`src/rtl/comparator_seq.sv`:
```
// Purpose : multi-cycle MSB-first magnitude comparator, DIGIT bits per cycle, unsigned or two's complement.
// Latency : start edge to done = k+1 edges on early exit at slice k, N = WIDTH/DIGIT edges otherwise.
// Backpressure: none; start is accepted only in IDLE and ignored (not queued) while busy or done.
//
// Ports:
//   clk, rst_n             rising-edge clock, asynchronous active-low reset
//   start, signed_mode     request (sampled in IDLE) and operand format, latched with start
//   a, b                   WIDTH-bit operands, latched with start
//   busy                   high while comparing
//   done                   one-cycle pulse; smaller/equal/greater valid and held until next done
module comparator_seq #(
  parameter int WIDTH      = 8,  // >= 2
  parameter int DIGIT      = 1,  // must divide WIDTH
  parameter int EARLY_EXIT = 1   // 1: stop at first differing slice
) (
  input  logic             clk,
  input  logic             rst_n,
  input  logic             start,
  input  logic             signed_mode,
  input  logic [WIDTH-1:0] a,
  input  logic [WIDTH-1:0] b,
  output logic             busy,
  output logic             done,
  output logic             smaller,
  output logic             equal,
  output logic             greater
);

  localparam int N     = WIDTH / DIGIT;
  localparam int IDX_W = (N > 1) ? $clog2(N) : 1;

  typedef enum logic [1:0] {IDLE, CMP, DONE} state_t;

  state_t           state_q;
  logic [WIDTH-1:0] a_q, b_q;
  logic [IDX_W-1:0] idx_q;
  logic             dec_q;  // a differing slice has been seen
  logic             gt_q;   // recorded decision: A > B

  logic [DIGIT-1:0] sa, sb;
  logic             dec_d, gt_d, last_slice, finish;

  // Operands shift left after each slice, so the slice under test is always the top DIGIT bits.
  always_comb begin
    sa         = a_q[WIDTH-1 -: DIGIT];
    sb         = b_q[WIDTH-1 -: DIGIT];
    dec_d      = dec_q | (sa != sb);
    // Once a decision is recorded, later slices cannot override it.
    gt_d       = dec_q ? gt_q : (sa > sb);
    last_slice = (idx_q == IDX_W'(N - 1));
    finish     = last_slice | ((EARLY_EXIT != 0) & dec_d);
  end

  always_ff @(posedge clk or negedge rst_n) begin
    if (!rst_n) begin
      state_q <= IDLE;
      a_q     <= '0;
      b_q     <= '0;
      idx_q   <= '0;
      dec_q   <= 1'b0;
      gt_q    <= 1'b0;
      busy    <= 1'b0;
      done    <= 1'b0;
      smaller <= 1'b0;
      equal   <= 1'b0;
      greater <= 1'b0;
    end else begin
      case (state_q)
        IDLE: begin
          if (start) begin
            state_q <= CMP;
            busy    <= 1'b1;
            // Flipping the sign bit maps two's complement onto offset binary,
            // so the rest of the compare is purely unsigned.
            a_q     <= signed_mode ? {~a[WIDTH-1], a[WIDTH-2:0]} : a;
            b_q     <= signed_mode ? {~b[WIDTH-1], b[WIDTH-2:0]} : b;
            idx_q   <= '0;
            dec_q   <= 1'b0;
            gt_q    <= 1'b0;
          end
        end
        CMP: begin
          if (finish) begin
            state_q <= DONE;
            busy    <= 1'b0;
            done    <= 1'b1;
            smaller <= dec_d & ~gt_d;
            greater <= dec_d & gt_d;
            equal   <= ~dec_d;
          end else begin
            idx_q <= idx_q + IDX_W'(1);
            a_q   <= a_q << DIGIT;
            b_q   <= b_q << DIGIT;
            dec_q <= dec_d;
            gt_q  <= gt_d;
          end
        end
        DONE: begin
          done    <= 1'b0;
          state_q <= IDLE;
        end
        default: begin
          state_q <= IDLE;
          busy    <= 1'b0;
          done    <= 1'b0;
        end
      endcase
    end
  end

endmodule

```
`config.mk`:
```
export PLATFORM = sky130hd
export DESIGN_NAME = comparator_seq
export DESIGN_NICKNAME = d
export VERILOG_FILES = /design/src/rtl/comparator_seq.sv
export SDC_FILE = /design/constraint.sdc
export NUM_CORES = 1
export LEC_CHECK = 0
export ABC_AREA = 0
export CORE_UTILIZATION = 35
export DETAILED_ROUTE_END_ITERATION = 8
export GPL_TIMING_DRIVEN = 0
export PLACE_DENSITY_LB_ADDON = 0.3
export SLEW_MARGIN = 20
export SYNTH_ARGS = -nofsm -noshare
export SYNTH_HDL_FRONTEND = slang
export SYNTH_SLANG_ARGS = --single-unit
```
`constraint.sdc`:
```
create_clock -name clk -period 2.3 [get_ports clk]
set_input_delay 0.46 -clock clk [delete_from_list [all_inputs] [get_ports clk]]
set_output_delay 0.46 -clock clk [all_outputs]
set_load 0.03 [all_outputs]
```
# --- Word level (Yosys, flattened, before mapping) ---
# Cells that the tools add are included.
totals:
  reg_bits: 28
  inputBits: 20
  output_inout_bits: 5
  elab_cells: 62
classes:
  addsub: 1
  magnitude_cmp: 1
  eq_ne: 7
  n_mux: 25
  n_bitwise: 10
  reduce_logical: 7
ops:
  columns: ["cell", "n"]
  rows:
  - ["$mux 8", 6]
  - ["$pmux 8 s2", 2]
  - ["$mux 1", 7]
  - ["$mux 3", 2]
  - ["$ne 2x2->1 const B", 3]
  - ["$not 1->1", 6]
  - ["$pmux 1 s2", 3]
  - ["$pmux 3 s2", 1]
  - ["$reduce_and 2->1", 3]
  - ["$reduce_and 3->1", 2]
  - ["$mux 2", 2]
  - ["$pmux 2 s2", 1]
  - ["$add 3x1->3 const B", 1]
  - ["$eq 3x3->1 const B", 1]
  - ["$pmux 1 s3", 1]
  - ["$and 1x1->1", 2]
  - ["$eq 2x1->1 const B", 1]
  - ["$eq 2x2->1 const B", 1]
  - ["$logic_not 2->1", 1]
  - ["$or 1x1->1", 2]
  - ["$reduce_bool 2->1", 1]
  - ["$gt 1x1->1", 1]
  - ["$ne 1x1->1", 1]

# --- Depth between registers and ports, before layout ---
depth:
  word_depth: 5
  mapped_depth: 7
  mapped_depth_nobuf: 6

# --- Worst setup path before layout ---
# No wires, ideal clock.
synth_timing:
  path_type: "reg2reg"
  from: "reg idx_q[0]"
  to: "reg b_q[1]"
  setup_ns: 0.125
  arrival_ns: 1.748
  required_time_ns: 2.175
  path_slack_ns: 0.427
  path_stages_with_launch: 8
  path_buffers: 1
  synth_period_minus_slack_ns: 1.873
  path_cell_list: "dfrtp_1 -> ha_1 -> ha_1 -> nor3b_4 -> a21oi_4 -> inv_4 -> buf_12 -> mux2_4"
synth_between:
  elab_chain_cells: 4
synth_lines:
  columns: ["element", "line_no", "rtl"]
  rows:
  - ["start, declared", "36", "logic [IDX_W-1:0] idx_q;"]
  - ["start signal, assigned", "91", "idx_q <= idx_q + IDX_W'(1);"]
  - ["$eq 3x3->1", "50", "last_slice = (idx_q == IDX_W'(N - 1));"]
  - ["$or 1x1->1", "51", "finish = last_slice | ((EARLY_EXIT != 0) & dec_d);"]
  - ["$ne 2x2->1 (no line)", null, null]
  - ["$reduce_and 3->1 (no line)", null, null]
  - ["end signal, assigned", "76", "b_q <= signed_mode ? {~b[WIDTH-1], b[WIDTH-2:0]} : b;"]
  - ["end signal, assigned", "93", "b_q <= b_q << DIGIT;"]
  - ["end, declared", "35", "logic [WIDTH-1:0] a_q, b_q;"]
# Every way passes these cells.
# A chain may end at the register's enable or synchronous reset.

# --- Worst setup path after layout ---
layout_timing:
  from: "reg idx_q[0]"
  to: "reg b_q[4]"
# The elaborated chain is that of the path after synthesis.

==> flow_summary.ini <==
[clocking]
post_cts_resized = 0
clkSinkCount = 28
clk_pin_slew_ns = 0.09
cts_buffers = 3
clockBufferDepth = 2
clk_latency_ns = 0.27
htreeDepth = 1
ctsHoldBuffers = 0
cts_tree = built
root_buffer = clkbuf_8
cts_setup_buffers = 0

[global_routing]
grt_max_degree = 29
grtUsageTotal_pct = 13.2
grt_remaining_overflow = 0
grt_pass1_vias = 922
grt_pass1_wl_mm = 4.31
antenna_found_initial = 0

[logic_synthesis]
ys_top_cells_by_count = dfrtp_1 (28), mux2_2 (21), a21oi_1 (6), o21ai_0 (6)
netlist.area_leader.share_pct = 49.9
synth_ff_type = dfrtp_1
avgSynthCellArea_um2 = 13.1
synthesis.nets = 130
synth.most_common_cell = dfrtp_1
synth_edf_count = 0
ys_seq_area_share_pct = 49.9
synthCells = 107
netlist_area_um2 = 1400
ys_warn_count = 0
ys_top_cells_by_area = dfrtp_1 (50%), mux2_2 (17%), mux2_4 (5.3%)
yosys.area.top_type = dfrtp_1
synthArstFlopShare_pct = 100
ys_ff_latch = 28
yosysUniqueCellTypes = 25

[placed_design]
placed_cell_area_um2 = 1700
place.gp.congestion = 0.725
numPortBuffers = 24
detailed_place_hpwl_mm = 1.84

[worst_setup_path]
path_max_fanout = 10
startpoint_type = flop
cp.arrival_ns = 2.23
end_kind = flop
required_ns = 2.46
path_class = flop to flop

[timing]
fin_crit_ns = 2.07
finalSetupViolations = 0
max_slew_margin_pct = 58.6
fmax_mhz = 483
worst_pin_slew_ns = 0.621
hold_viol = 0
rsz0062_at_grt = false
slew_violations = 0
tns_ns = 0
holdWs_ns = 0.197
skew_ns = 0.00176
finalCritPeriodShare_pct = 90.0

[route]
postRouteWirelength_mm = 2.52
ant_nets = 0
routed-wl-met3_um = 136
drcViolationCount = 0
first_pass_iters = 4
drt-met1-wl_mm = 1.15
via_per_inst = 4.84
vias = 881
drt_iter0_markers = 27
wl_met2_mm = 1.24
wire_per_inst_um = 13.9
top_layer = met4

[layout]
fin_util_pct = 46.5
final_cell_area_um2 = 1740
fin_nets = 159
n_fill_cell = 379
n_antenna_cell = 0
area_growth_pct = 24.0
drive_above_1_share_pct = 29.9

[power]
power_mw = 2.34
p_leak_nw = 0.750
power.density_nw_per_um2 = 1350
vdd_ir_drop_max_v = 0.000556

[floorplan]
start_util_pct = 37.5
fp.dieW_um = 65.3
core_um2 = 3740
die_area_um2 = 4270
rows = 22
pin_count = 25
die_height_um = 65.3

[status]
outcome = finished clean

[worst_hold_path]
hold_path_class = primary input to async pin

[run]
drv_cap = 0
-- cell families (layout without fill, tap and decap cells) --
kind of cell / after synthesis / count (layout) / synth area share [%]
mux: 29 / 29 / 24.3
flops: 28 / 28 / 49.9
compound gates: 18 / 18 / 8.29
simple gates: 17 / 17 / 8.47
buf+inv: 10 / 37 / 5.08
fa+ha+maj: 3 / 3 / 2.67
xor+xnor: 2 / 2 / 1.25
-- layout by cell type, fill, tap and decap left out, drive strengths merged --
master	n
a21oi	7
a22o	2
and2	1
buf	4
clkbuf	4
clkdlybuf4s50	23
dfrtp	28
ha	3
inv	6
mux2	26
mux2i	3
nand2	3
nand2b	4
nand3	1
nor2	2
nor2b	1
nor3b	2
o211ai	3
o21ai	6
or3b	3
xor2	2
-- power by group --
part	leakage, nW	switching, mW	internal [mW]
clock	0.0216	0.143	0.117
sequential	0.344	0.127	0.715
combinational	0.384	0.546	0.695
-- sequential cells by signal, summed over array words and instances, names as in the netlist --
register,cells
smaller,1
dec_q,1
greater,1
gt_q,1
b_q,8
equal,1
idx_q,3
busy,1
state_q,2
a_q,8
done,1
-- layer usage --
metal,vias to the layer above,GRT usage (%)
li1,429,-
met1,427,16.6
met3,2,3.82
met2,23,22.8
met4,0,1.63
met5,-,0
-- final timing paths --
kind,from,end,slack (ns),cells after the start
max in group asynchronous,rst_n,state_q[0]$_DFFE_PN0P_,1.70,1
min,rst_n,idx_q[2]$_DFFE_PN0P_,0.20,1
min reg2reg,idx_q[0]$_DFFE_PN0P_,idx_q[0]$_DFFE_PN0P_,0.49,1
max,idx_q[0]$_DFFE_PN0P_,b_q[4]$_DFFE_PN0P_,0.23,7
max reg2reg,idx_q[0]$_DFFE_PN0P_,b_q[4]$_DFFE_PN0P_,0.23,7
min in group clk,idx_q[0]$_DFFE_PN0P_,idx_q[0]$_DFFE_PN0P_,0.49,1
-- cell type report --
| cell class | instances | area, um2 | share of cell area (%) |
|---|---|---|---|
| Multi-Input combinational cell | 69 | 632 | 36.3 |
| Clock buffer | 3 | 41.3 | 2.37 |
| Tap cell | 48 | 60.1 | 3.45 |
| Sequential cell | 28 | 701 | 40.3 |
| Timing Repair Buffer | 24 | 235 | 13.5 |
| Inverter | 6 | 25.0 | 1.44 |
| Buffer | 4 | 46.3 | 2.66 |
-- worst max-delay path, cell delays in order (launching register included) --
cell and delay (ns):
dfrtp_1 0.41, ha_1 0.20, ha_1 0.24, nor3b_4 0.39, a21oi_4 0.12, inv_4 0.15, buf_12 0.15, mux2_4 0.30
-- stage by stage --
| step | setup WS [ns] | instances |
|---|---|---|
| 2_1_floorplan | 0.427 | 107 |
| 3_3_place_gp | 0.0837 | 179 |
| 3_5_place_dp | 0.0791 | 179 |
| 4_1_cts | 0.220 | 182 |
| 5_1_grt | 0.132 | 182 |
| 6_report | 0.230 | 182 |
(Power assumes the default switching activity.)
